==> src/rtl/apu_dmc.sv <==
// NES APU delta-modulation channel: register decode, sample fetch
// handshake with the DMA engine, rate timer and 7-bit delta DAC.
module apu_dmc (
  input  logic        clk,
  input  logic        rst,
  input  logic        apu_cycle,
  input  logic        reg_wr,
  input  logic [15:0] cpu_addr_i,
  input  logic [7:0]  cpu_data_i,
  input  logic [7:0]  bus_data_i,
  input  logic        dmc_read,
  output logic        dmc_req,
  output logic        dmc_init,
  output logic        dmc_addr_wr,
  output logic [6:0]  dmc_out,
  output logic        dmc_irq,
  output logic        dmc_active
);

  logic        irq_en;
  logic        loop_en;
  logic [3:0]  rate;
  logic [7:0]  length_reg;
  logic [11:0] bytes_rem;
  logic [7:0]  buffer;
  logic        buf_full;
  logic        req_pending;
  logic        silence;
  logic [2:0]  bits_rem;
  logic [7:0]  shift;
  logic [8:0]  timer;
  logic [8:0]  period_m1;
  logic [6:0]  out_q;
  logic        irq_q;
  logic        init_q;

  logic        wr_ctrl;
  logic        wr_load;
  logic        wr_len;
  logic        wr_stat;
  logic        rd;
  logic        step;
  logic        refill;
  logic [11:0] sample_len;

  assign wr_ctrl     = reg_wr && (cpu_addr_i == 16'h4010);
  assign wr_load     = reg_wr && (cpu_addr_i == 16'h4011);
  assign dmc_addr_wr = reg_wr && (cpu_addr_i == 16'h4012);
  assign wr_len      = reg_wr && (cpu_addr_i == 16'h4013);
  assign wr_stat     = reg_wr && (cpu_addr_i == 16'h4015);

  // A read with no outstanding request (e.g. straddling a reset) is dropped.
  assign rd         = dmc_read && req_pending;
  assign step       = apu_cycle && (timer == 9'd0);
  assign refill     = step && (bits_rem == 3'd1);
  assign sample_len = {length_reg, 4'h0} + 12'd1;

  assign dmc_req    = !buf_full && (bytes_rem != 12'd0)
                      && !req_pending && !init_q;
  assign dmc_init   = init_q;
  assign dmc_out    = out_q;
  assign dmc_irq    = irq_q;
  assign dmc_active = (bytes_rem != 12'd0);

  always_comb begin
    period_m1 = 9'd213;
    unique case (rate)
      4'h0: period_m1 = 9'd213;
      4'h1: period_m1 = 9'd189;
      4'h2: period_m1 = 9'd169;
      4'h3: period_m1 = 9'd159;
      4'h4: period_m1 = 9'd142;
      4'h5: period_m1 = 9'd126;
      4'h6: period_m1 = 9'd112;
      4'h7: period_m1 = 9'd106;
      4'h8: period_m1 = 9'd94;
      4'h9: period_m1 = 9'd79;
      4'ha: period_m1 = 9'd70;
      4'hb: period_m1 = 9'd63;
      4'hc: period_m1 = 9'd52;
      4'hd: period_m1 = 9'd41;
      4'he: period_m1 = 9'd35;
      4'hf: period_m1 = 9'd26;
    endcase
  end

  always_ff @(posedge clk or posedge rst) begin
    if (rst) begin
      irq_en      <= 1'b0;
      loop_en     <= 1'b0;
      rate        <= 4'h0;
      length_reg  <= 8'h00;
      bytes_rem   <= 12'd0;
      buffer      <= 8'h00;
      buf_full    <= 1'b0;
      req_pending <= 1'b0;
      silence     <= 1'b1;
      bits_rem    <= 3'd0;
      shift       <= 8'h00;
      timer       <= 9'd213;
      out_q       <= 7'd0;
      irq_q       <= 1'b0;
      init_q      <= 1'b0;
    end else begin
      init_q <= 1'b0;

      if (wr_ctrl) begin
        irq_en  <= cpu_data_i[7];
        loop_en <= cpu_data_i[6];
        rate    <= cpu_data_i[3:0];
      end
      if (wr_len) length_reg <= cpu_data_i;
      if (dmc_req) req_pending <= 1'b1;

      if (apu_cycle) timer <= step ? period_m1 : timer - 9'd1;

      // bits_rem of 0 stands for a full count of 8.
      if (step) begin
        if (!silence) begin
          if (shift[0] && out_q <= 7'd125)
            out_q <= out_q + 7'd2;
          else if (!shift[0] && out_q >= 7'd2)
            out_q <= out_q - 7'd2;
        end
        shift    <= shift >> 1;
        bits_rem <= bits_rem - 3'd1;
        if (refill) begin
          if (buf_full) begin
            shift    <= buffer;
            silence  <= 1'b0;
            buf_full <= 1'b0;
          end else begin
            silence  <= 1'b1;
          end
        end
      end
      if (wr_load) out_q <= cpu_data_i[6:0];

      if (rd) begin
        buffer      <= bus_data_i;
        buf_full    <= 1'b1;
        req_pending <= 1'b0;
      end

      if (wr_stat) begin
        if (!cpu_data_i[4]) begin
          bytes_rem <= 12'd0;
        end else if (bytes_rem == 12'd0) begin
          bytes_rem <= sample_len;
          init_q    <= 1'b1;
        end
      end else if (rd && bytes_rem != 12'd0) begin
        if (bytes_rem == 12'd1) begin
          if (loop_en) begin
            bytes_rem <= sample_len;
            init_q    <= 1'b1;
          end else begin
            bytes_rem <= 12'd0;
            if (irq_en) irq_q <= 1'b1;
          end
        end else begin
          bytes_rem <= bytes_rem - 12'd1;
        end
      end

      if (wr_stat || (wr_ctrl && !cpu_data_i[7])) irq_q <= 1'b0;
    end
  end

endmodule

==> config.mk <==
export PLATFORM = sky130hd
export DESIGN_NAME = apu_dmc
export DESIGN_NICKNAME = d
export VERILOG_FILES = /design/src/rtl/apu_dmc.sv
export SDC_FILE = /design/constraint.sdc
export NUM_CORES = 1
export LEC_CHECK = 0
export BUFFER_PORTS_ARGS = -buffer_cell sky130_fd_sc_hd__buf_4
export CORE_UTILIZATION = 35
export DETAILED_ROUTE_END_ITERATION = 7
export PLACE_DENSITY = 0.52
export SYNTH_ARGS = -nofsm -noshare
export SYNTH_HDL_FRONTEND = slang
export SYNTH_SLANG_ARGS = --single-unit
export TNS_END_PERCENT = 50
==> constraint.sdc <==
create_clock -name clk -period 6.6 [get_ports clk]
set_input_delay 0.99 -clock clk [delete_from_list [all_inputs] [get_ports clk]]
set_output_delay 0.99 -clock clk [all_outputs]
set_load 0.03 [all_outputs]
==> Yosys cells after proc, flatten, opt, wreduce, memory -nomap -nowiden <==
Memory sizes are Yosys's and may differ from the RTL's.
Index checks and enable logic that the tools add are counted.
{ "totals": {"ff_bits": 66, "romBits": 128, "in_bits": 37, "output_inout_bits": 12, "memories": 1} }
{ "classes": {"n_addsub": 6, "n_lt_le_gt_ge": 2, "eq_ne": 11, "n_mux": 32, "n_reduce_logical": 38} }
{ "mem_list": {"columns": ["name", "words", "width", "rd", "rd_ports_with_merged_regs", "wr", "line_no", "source"], "rows": [
  ["(name not given)", 16, 8, 1, 0, 0, "67", "unique case (rate)"]
]} }
{ "ops": {"columns": ["cell", "count"], "rows": [
  ["$eq 16x15->1 const B", 5],
  ["$mux 12", 6],
  ["$mux 7", 5],
  ["$mux 1", 18],
  ["$mux 8", 2],
  ["$reduce_bool 2->1", 8],
  ["$logic_and 1x1->1", 15],
  ["$add 12x1->12 const B", 1],
  ["$eq 12x1->1 const B", 1],
  ["$logic_not 12->1", 1],
  ["$reduce_bool 12->1", 1],
  ["$sub 12x1->12 const B", 1],
  ["$logic_not 9->1", 1],
  ["$mux 9", 1],
  ["$sub 9x1->9 const B", 1],
  ["$add 7x2->7 const B", 1],
  ["$ge 7x2->1 const B", 1],
  ["$le 7x7->1 const B", 1],
  ["$sub 7x2->7 const B", 1],
  ["$ne 2x1->1 const B", 3],
  ["$reduce_and 2->1", 3],
  ["$logic_not 1->1", 5],
  ["$reduce_and 5->1", 1],
  ["$eq 3x1->1 const B", 1],
  ["other kinds (5)", 5]
]} }

==> Logic depth before layout (Yosys ltp) <==
Gate-level depths: netlist (run 1).
{ "logic_depth": {"depth_word": 7, "ltp_mapped": 9} }

==> Worst setup path after synthesis (run 1) <==
No wires, ideal clock.
{ "synth_path": {"path_type": "input -> output", "from": "input port cpu_addr_i[3]", "to": "output port dmc_addr_wr", "arrival_ns": 2.112, "required_time_ns": 5.610, "path_slack_ns": 3.498, "stages": 5, "cell_sequence": "nor4b_1 -> nand4_1 -> nor2_1 -> nand2_1 -> nor2_1"} }
{ "synth_between": {"elab_chain_len": 2} }
{ "synth_lines": {"columns": ["element", "line_no", "source"], "rows": [
  ["start, declared", "8", "input logic [15:0] cpu_addr_i,"],
  ["$eq 16x15->1", "48", "assign dmc_addr_wr = reg_wr && (cpu_addr_i == 16'h4012);"],
  ["$logic_and 1x1->1", "48", null],
  ["end, declared", "14", "output logic dmc_addr_wr,"]
]} }
Every way passes these cells.

==> Final worst setup path (run 1) <==
{ "layout_path": {"from": "register bytes_rem[4]", "to": "output port dmc_req"} }
{ "layout_between": {"elab_chain_len": 4} }
{ "layout_lines": {"columns": ["element", "line_no", "source"], "rows": [
  ["start, declared", "24", "logic [11:0] bytes_rem;"],
  ["start signal, assigned", "149", "bytes_rem <= sample_len;"],
  ["start signal, assigned", "155", "bytes_rem <= sample_len;"],
  ["start signal, assigned", "162", "bytes_rem <= bytes_rem - 12'd1;"],
  ["$reduce_bool 12->1", "58", "assign dmc_req = !buf_full && (bytes_rem != 12'd0)"],
  ["$logic_and 1x1->1", "58", null],
  ["$logic_and 1x1->1 (2 in series)", "59", "&& !req_pending && !init_q;"],
  ["end, declared", "12", "output logic dmc_req,"]
]} }
Every way passes these cells.

==> results of run 1 <==
-- critical path, cell delays in order, from the launching register on --
cell and delay, ps:
dfrtp_1 400, nor4_2 520, and2_1 410, and4b_1 340
nor4_1 80, buf_4 170
-- cell families (layout without fill, tap and decap cells) --
family | Yosys count | after routing
buffers and inverters | 35 | 87
and+or+nand+nor | 141 | 141
DFF | 66 | 66
xor gates and xnor gates | 9 | 9
AOI/OAI and AO/OA | 102 | 102
muxes | 30 | 30
adders and majority gates | 13 | 13
-- cells in the final DEF, fill, tap and decap left out, drive strengths merged, types with 3 or more instances in the layout --
cell,netlist,final
o31ai,4,4
ha,13,13
a21oi,33,33
nor3,5,5
a31oi,4,4
o21ai,42,42
nand4,4,4
mux2,20,20
mux2i,10,10
dfstp,6,6
nand2,51,51
and2,3,3
nor2,36,36
or4,3,3
inv,20,20
xnor2,5,5
clkbuf,9,14
nor4b,5,5
dfrtp,60,60
and3,4,4
buf,6,51
a211oi,3,3
xor2,4,4
nand3,7,7
nor4,6,6
nor2b,3,3
-- synthesized netlist by cell type, types with 3 or more instances --
library cell  count
buf_2             6
a21oi_1          33
and3_1            4
a31oi_1           4
nor2_1           34
nand2_1          51
o21ai_1          11
ha_1             13
xnor2_1           5
a211oi_1          3
clkbuf_1          9
o31ai_1           4
dfrtp_1          60
nand3_1           7
nor2b_1           3
mux2_2           20
dfstp_2           6
inv_1            20
o21ai_0          30
mux2i_1          10
nor3_1            5
nor4_1            5
nand4_1           4
xor2_1            4
and2_1            3
nor4b_1           5
-- where the power goes --
| group | switching (mW) | total [mW] | internal, mW |
|---|---|---|---|
| logic | 0.148 | 0.271 | 0.124 |
| clock network | 0.152 | 0.329 | 0.177 |
| registers | 0.0619 | 0.537 | 0.475 |
-- cell type report --
type                       instances  area share [%]
tap                              136            3.88
clock buffer                      14            4.17
sequential                        66            37.8
multi-input combinational        295            43.4
inverter                          20            1.71
timing repair buffer              51            8.73
clock inverter                     2           0.228
-- metal layers --
layer	up-vias	GRT usage, %	share of wire (%)
met5	-	0	0
met4	0	6.04	1.2
met3	10	2.81	3.4
met2	52	24.9	45
met1	1447	23.2	51
li1	1497	-	-
-- stage by stage --
| stage | setup WS (ps) | hold WS [ps] | instance area [um^2] | instances |
|---|---|---|---|---|
| final | 3350 | 478 | 4380 | 584 |
| after global routing | 3200 | 506 | 4380 | 584 |
| after CTS | 3340 | 475 | 4380 | 584 |
| after detailed placement | 3170 | 467 | 4190 | 568 |
| after global placement | 3230 | 454 | 4190 | 568 |
| after floorplan | 3500 | 438 | 3700 | 396 |
-- worst paths after layout --
path                               from            to  slack (ps)  depth (start not counted)
max                        bytes_rem[4]       dmc_req        3350                          5
min                            shift[7]      shift[7]         480                          2
max reg2reg                bytes_rem[9]  bytes_rem[0]        3710                          7
min reg2reg                    shift[7]      shift[7]         480                          2
max in group asynchronous           rst  bytes_rem[6]        5140                          3
min in group asynchronous           rst      shift[4]         910                          3
==> impl_metrics.tcl, run 1 <==
set metrics [dict create \
    finClkSkew_ps 12.0 \
    start_util_pct 36.0 \
    hold_path.class "flop to flop" \
    die_x_um 105 \
    wl_per_cell_um 14.3 \
    critPathKind "flop to output pin" \
    cts_hold_buffers 0 \
    hold_viol 0 \
    fillers 1047 \
    setup_viol 0 \
    layout.nets 493 \
    cts_root_buffer "clkbuf_8" \
    cts.repair.resized 0 \
    fmax_ghz 0.308 \
    worst_setup_path_start_kind "flop" \
    tns_ps 0 \
    synthesis.nets 446 \
    vias 3006 \
    synth_top_family_by_area "simple AND/OR/NAND/NOR gates" \
    top_level_ports 49 \
    synth_edf_count 0 \
    tightest_slew_ps 1190 \
    rsz0062_at_grt "no" \
    synth_xor_xnor_area_share_pct 2.13 \
    yosys.area_share.adder_pct 4.40 \
    grt_overflow 0 \
    seqCellArea_um2 1660 \
    first_pass_iters 4 \
    yosysTopAreaCell "dfrtp_1" \
    ys_seq_elements 66 \
    power_density_nw_per_um2 259 \
    ys_seq_area_share_pct 44.9 \
    status "complete, no violations" \
    cts.sinks 66 \
    numCtsBuffers 9 \
    largest-register "bytes_rem" \
    synth_area_um2 3700 \
    drc 0 \
    p_leak_nw 2.09 \
    grt_use_total_pct 16.3 \
    grt_max_degree 67 \
    clk_latency_ps 340 \
    ant_nets 0 \
    die_y_um 105 \
    cts_buffer_depth 2 \
    tritoncts "built" \
    coreArea_um2 10300 \
    synthTopCellsByArea "dfrtp_1 41%, mux2_2 6.1%, nand2_1 5.2%, a21oi_1 4.5%, ha_1 4.4%" \
    syn_area_per_cell_um2 9.33 \
    synthMuxAreaShare_pct 8.80 \
    critPathMaxFanout 9 \
    yosys_warnings 0 \
    slew_violations 0 \
    htree_levels 3 \
    reg.largest.list "bytes_rem: 12 flops, timer: 9 flops" \
    drive_gt1_share_pct 23.0 \
    vdd_ir_drop_max_uv 133 \
    place_congestion 0.817 \
    area_growth_pct 18.6 \
    cap_violations 0 \
    insertedDiodeCount 0 \
    end_kind "output pin" \
    fin_crit_ps 3250 \
    grt_pass1_wl_mm 14.4 \
    synthCells 396 \
    grt_antenna_before_repair 0 \
    async_flop_share_pct 100 \
    dieArea_um2 11000 \
    grt_pass1_vias 2917 \
    synthSimpleGateAreaFrac_pct 19.4 \
    drt-total-wl_mm 8.38 \
    ys_types 55 \
    slew_headroom_pct 20.2 \
    clkSlewWorstSetupHoldPaths_ps 70 \
    via_per_inst 5.15 \
    dominantRegCellSynth "dfrtp_1" \
    critPathArrivalTime_ps 2260 \
    rows 37 \
    min_period_over_period_pct 49.3 \
    multi_input_area_um2 1900 \
    cts_setup_buffers 0 \
    largest_register_ffs 12 \
    dp_hpwl_mm 6.10 \
    finalPower_mw 1.14 \
    yosysTopAreaCellShare_pct 40.6 \
    drt_iter0_markers 125 \
    cp.required_ps 5610 \
    final_core_util_pct 42.7 \
    synth-compound-area-share_pct 16.6 \
    portBuffers 48 \
]
(Power assumes the default switching activity.)
==> run 2: changes to the inputs <==
- ABC_AREA: unset -> 1
- PLACE_DENSITY: 0.52 -> 0.53
- clock period: 6.6 -> 2.8 ns (I/O delays scaled with it)
==> run 2 against run 1 <==
Net effect:
- sequential share of layout area fell by 6.8 points
- critical path depth increased by 2
- global-route usage grew 2.0 points
- setup slack worse by 2600 ps
- first-iteration DRC count up 110%
- total power grew to 3.3 times the previous value
- combinational power rose to 4.7 times the previous value
- cell count rose by 54%
- clock power increased to 3.2 times the previous value
- synthesized cell count increased by 70%
- design area up 22%
- sequential power increased to 2.6 times the previous value
- largest power group unchanged
==> impl_metrics.tcl, run 2 <==
set metrics [dict create \
    met1_usage_pct 26.0 \
    drt_iter0_markers 268 \
    fin_hold_ws_ps 118 \
    vdd_ir_drop_max_uv 368 \
    synthesis.nets 722 \
    synth_commonest_cells "281 x nand2_1, 66 x inv_1, 61 x nor2_1, 60 x dfrtp_1, 35 x nand3_1" \
    rr_worst_depth 12 \
    synthTopCellsByArea "dfrtp_1 33%, nand2_1 23%, inv_1 5.4%, nor2_1 5.0%, nand3_1 3.8%" \
    largest-register "bytes_rem" \
    r2r_slack_ps 930 \
    syn_area_per_cell_um2 6.80 \
    hold_path.class "input pin to asynchronous set/reset pin" \
    hold_viol 0 \
    dp_hpwl_mm 8.53 \
    slew_violations 0 \
    cap_violations 0 \
    met3_usage_pct 3.43 \
    cts_setup_buffers 0 \
    drive_gt1_share_pct 16.3 \
    grt_pass1_wl_mm 19.2 \
    clk_latency_ps 340 \
    start_util_pct 36.0 \
    drt-total-wl_mm 11.2 \
    dieArea_um2 13500 \
    coreArea_um2 12700 \
    cts_hold_buffers 0 \
    slew_headroom_pct 65.9 \
    yosysTopAreaCellShare_pct 32.9 \
    synth_area_um2 4570 \
    ant_nets 0 \
    instances_no_fill 897 \
    layout.nets 770 \
    clkSlewWorstSetupHoldPaths_ps 60 \
    cts.sinks 66 \
    critPathKind "flop to output pin" \
    ys_types 36 \
    fin_ws_ps 754 \
    timing.rr.end "shift[4]" \
    status "complete, no violations" \
    insertedDiodeCount 0 \
    final_core_util_pct 42.2 \
    die_y_um 116 \
    finClkSkew_ps 8.00 \
    grt_antenna_before_repair 0 \
    cts_root_buffer "clkbuf_16" \
    critPathLaunch "bytes_rem[7]" \
    cts_buffer_depth 2 \
    ys_seq_elements 66 \
    vias 4202 \
    fmax_ghz 0.489 \
    critPathMaxFanout 7 \
    synth_edf_count 0 \
    end_kind "output pin" \
    post-place-ws_ps 835 \
    reg.largest.list "bytes_rem: 12 flops, timer: 9 flops" \
    rows 41 \
    die_x_um 116 \
    busiest_layer "met2" \
    area_growth_pct 17.0 \
    tightest_slew_ps 511 \
    via_per_inst 4.68 \
    dp.cells 881 \
    cts.repair.resized 0 \
    tns_ps 0 \
    dominantRegCellSynth "dfrtp_1" \
    r2r-start "timer[0]" \
    place_congestion 0.869 \
    setup_viol 0 \
    synthCells 672 \
    rsz0062_at_grt "no" \
    power_density_nw_per_um2 697 \
    wl_per_cell_um 12.5 \
    worst_setup_path_start_kind "flop" \
    grt_pass1_vias 3966 \
    p_leak_nw 2.85 \
    yosys_warnings 0 \
    ys_seq_area_share_pct 36.3 \
    yosysMostFrequentCell "nand2_1" \
    grt_overflow 0 \
    finalPower_mw 3.73 \
    fin_area_um2 5340 \
    drc 0 \
    tritoncts "built" \
    endpoint "dmc_req" \
    yosysTopAreaCell "dfrtp_1" \
    min_period_over_period_pct 73.1 \
    layout_commonest_cell "nand2_1" \
    placed_area_um2 5070 \
    grt_use_total_pct 18.3 \
    critPathArrivalTime_ps 1630 \
    portBuffers 48 \
    async_flop_share_pct 100 \
    use_met2_pct 28.6 \
    first_pass_iters 5 \
    top_level_ports 49 \
    numCtsBuffers 9 \
    largest_register_ffs 12 \
    grt_max_degree 26 \
    cp.required_ps 2380 \
    htree_levels 3 \
    layout_common_cells "281 x nand2_1, 65 x inv_1, 61 x nor2_1" \
    fin_crit_ps 2050 \
]
run 2: cell types whose count changed in the layout (fill, tap and decap cells not counted), moves of 8 or more:
cell,change
mux2i_1,-10
clkbuf_16,+9
nand3_1,+28
nor2_1,+27
inv_1,+46
a21oi_1,-24
xor2_1,+8
mux2_2,-20
clkbuf_8,-11
nand2_1,+230
run 2: power breakdown:
group          internal [mW]  switching, mW  leakage, nW
clock network          0.650          0.406        0.131
logic                  0.466          0.804         1.86
registers               1.20          0.201        0.859
run 2: layout make-up:
class	instances	area [um^2]
timing repair buffer	51	383
inverter	74	280
sequential	66	1660
fill	1364	7330
tap	172	215
multi-input combinational	518	2530
clock buffer	16	272
run 2: how the worst min path moves through the flow:
stage | endpoint | slack, ps
2_1_floorplan | bits_rem[2] | 450
3_3_place_gp | bits_rem[2] | 460
3_5_place_dp | bits_rem[2] | 470
4_1_cts | dmc_out[1] | 130
5_1_grt | dmc_out[6] | 160
6_report | dmc_out[1] | 120
run 2: kinds of logic after synthesis:
group,share of synthesized area (%)
compound gates,8.19
fa+ha+maj,3.56
xor+xnor,2.68
flops,36.3
buf+inv,8.16
simple gates,41.1
run 2: layer usage:
layer,wire length [um],share of wire [%]
met1,5710,51
met2,4990,44
met3,397,3.5
met4,125,1.1
met5,0,0
run 2: critical path, cell delays in order, from the launching register on:
cell     delay, ps
dfrtp_1        460
nor2_2         170
nand2_4        100
nor2_8         120
nand3_4        120
nand2_1        110
inv_1           50
buf_4          160
==> run 3: changes to the inputs <==
- ABC_AREA: 1 -> 0
- PLACE_DENSITY: 0.53 -> 0.52
- clock period: 2.8 -> 1.9 ns (I/O delays scaled with it)
==> run 3 against run 2 <==
Net effect:
- the run now ends with negative setup slack left
- wire length is 18% lower
- clock power increased by 17%
- count of clock-buffer cells in the layout shrank 2
- hold slack improved by 44 ps
- combinational power rose by 12%
- global-route usage decreased by 0.61 points
- sequential cell count is the same
- non-clock buffer count up 64
- setup slack worse by 960 ps
- total power up 21%
- via count down 23%
- sequential share of layout area grew 1.3 points
- largest cell class unchanged
==> impl_metrics.tcl, run 3 (synthesis gave the netlist of run 1 again) <==
set metrics [dict create \
    start_util_pct 36.0 \
    violations "negative setup slack" \
    slew_violations 0 \
    grt_max_degree 27 \
    setup_viol 32 \
    largest-register "bytes_rem" \
    layout.nets 557 \
    fin_hold_ws_ps 161 \
    coreArea_um2 10300 \
    end_kind "output pin" \
    ant_nets 0 \
    layout_commonest_cell "buf_4" \
    drc 0 \
    tns_ps -2940 \
    dieArea_um2 11000 \
    finClkSkew_ps 13.3 \
    max_stage_delay_ps 390 \
    cp.required_ps 1620 \
    cts_root_buffer "clkbuf_8" \
    vias 3246 \
    timing.rr.end "timer[0]" \
    fin_crit_ps 2110 \
    insertedDiodeCount 0 \
    largest_register_ffs 12 \
    grt_use_total_pct 17.7 \
    slew_headroom_pct 70.9 \
    die_x_um 105 \
    critPathSlowestCell "dfrtp_1" \
    status "complete, but fails checks" \
    crit_chain "nor4_2 > buf_4 > and2_4 > and4b_2 > nor4_2 > buf_4" \
    post-place-ws_ps -225 \
    tightest_slew_ps 434 \
    finalPower_mw 4.51 \
    numCtsBuffers 9 \
    via_per_inst 5.01 \
    hold_viol 0 \
    instances_no_fill 648 \
    critPathKind "flop to output pin" \
    placed_area_um2 4720 \
    worstHoldStart "bus_data_i[7]" \
    layout_common_cells "105 x buf_4, 56 x dfrtp_1, 46 x nand2_1" \
    clk_latency_ps 350 \
    clkSlewWorstSetupHoldPaths_ps 80 \
    hold_path.class "input pin to flop" \
    htree_levels 3 \
    min_period_over_period_pct 111 \
    grt_antenna_before_repair 0 \
    reg.largest.list "bytes_rem: 12 flops, timer: 9 flops" \
    wl_per_cell_um 14.2 \
    r2r_slack_ps -190 \
    grt_pass1_vias 3217 \
    fillers 991 \
    area_growth_pct 39.1 \
    cts.sinks 66 \
    min_delay_path_depth 2 \
    drt-total-wl_mm 9.21 \
    rows 37 \
    cp_top_family "simple AND/OR/NAND/NOR gates" \
    critPathBufInv 2 \
    vdd_ir_drop_max_uv 618 \
    cts_buffer_depth 2 \
    power_density_nw_per_um2 876 \
    drt_iter0_markers 111 \
    portBuffers 48 \
    dp.cells 624 \
    fmax_ghz 0.474 \
    dp_hpwl_mm 6.98 \
    rsz0062_at_grt "yes" \
    grt_pass1_wl_mm 15.4 \
    r2r-start "timer[1]" \
    critPathMaxFanout 3 \
    cap_violations 0 \
    place_congestion 0.827 \
    fin_area_um2 5140 \
    min_to "buffer[7]" \
    drive_gt1_share_pct 40.0 \
    p_leak_nw 2.45 \
    top_level_ports 49 \
    fin_ws_ps -208 \
    die_y_um 105 \
    grt_overflow 0 \
    rr_worst_depth 9 \
    tritoncts "built" \
    worst_setup_path_start_kind "flop" \
    first_pass_iters 5 \
    critPathArrivalTime_ps 1820 \
    final_core_util_pct 50.0 \
]
## run 3: cell types whose count changed in the layout (fill, tap and decap cells not counted), sizes merged, moves of 5 or more
cell	delta
nor4b	+5
nand2	-241
a21oi	+22
mux2i	+10
nand3	-36
xor2	-8
inv	-54
buf	+62
o21ai	-5
mux2	+20
nor2	-37
nor4	+5
## run 3: final cells by class
| cell class | count | area (um^2) | area share (%) |
|---|---|---|---|
| multi-input cells | 295 | 2080 | 40.5 |
| flip-flops and latches | 66 | 1660 | 32.4 |
| repair buffers | 115 | 943 | 18.3 |
| well taps | 136 | 170 | 3.31 |
| clock buffers | 14 | 163 | 3.16 |
| inverters | 20 | 78.8 | 1.53 |
| clock inverters | 2 | 37.5 | 0.730 |
## run 3: power by group
group / internal, mW / switching (mW)
clock network: 0.681 / 0.557
logic: 0.723 / 0.700
registers: 1.65 / 0.190
## run 3: worst reg2reg max path: stages (launching register included)
cell	delay [ps]
dfrtp_1	390
inv_2	80
ha_4	150
nand4bb_4	120
or2_4	270
or4_4	570
buf_8	170
buf_6	120
nand3_2	70
o221ai_2	80
## run 3: what timing repair did
item | 4_1_cts | 5_1_grt
gates resized for setup | 18 | 30
setup buffers | 3 | 3
pin swaps | 5 | 9
hold buffers | 1 | 0
setup endpoints to repair | 29 | 39
gates cloned | 0 | 1
endpoints found under the hold margin | 9 | 0
## run 3: worst max path at each step
| stage | start | end | cells past startpoint |
|---|---|---|---|
| final | bytes_rem[5] | dmc_req | 6 |
| after global routing | timer[1] | dmc_out[3] | 9 |
| after CTS | bytes_rem[2] | dmc_req | 6 |
| after detailed placement | timer[1] | shift[4] | 8 |
| after global placement | timer[1] | dmc_out[6] | 9 |
| after floorplan | dmc_out[4] | dmc_out[3] | 7 |
## run 3: routing by layer
| metal | vias to the layer above | GRT usage, % | part of all wire (%) |
|---|---|---|---|
| met5 | - | 0 | 0 |
| met4 | 0 | 7.34 | 1.9 |
| met3 | 17 | 3.37 | 2.8 |
| met2 | 56 | 28.5 | 48 |
| met1 | 1537 | 23.4 | 47 |
| li1 | 1636 | - | - |
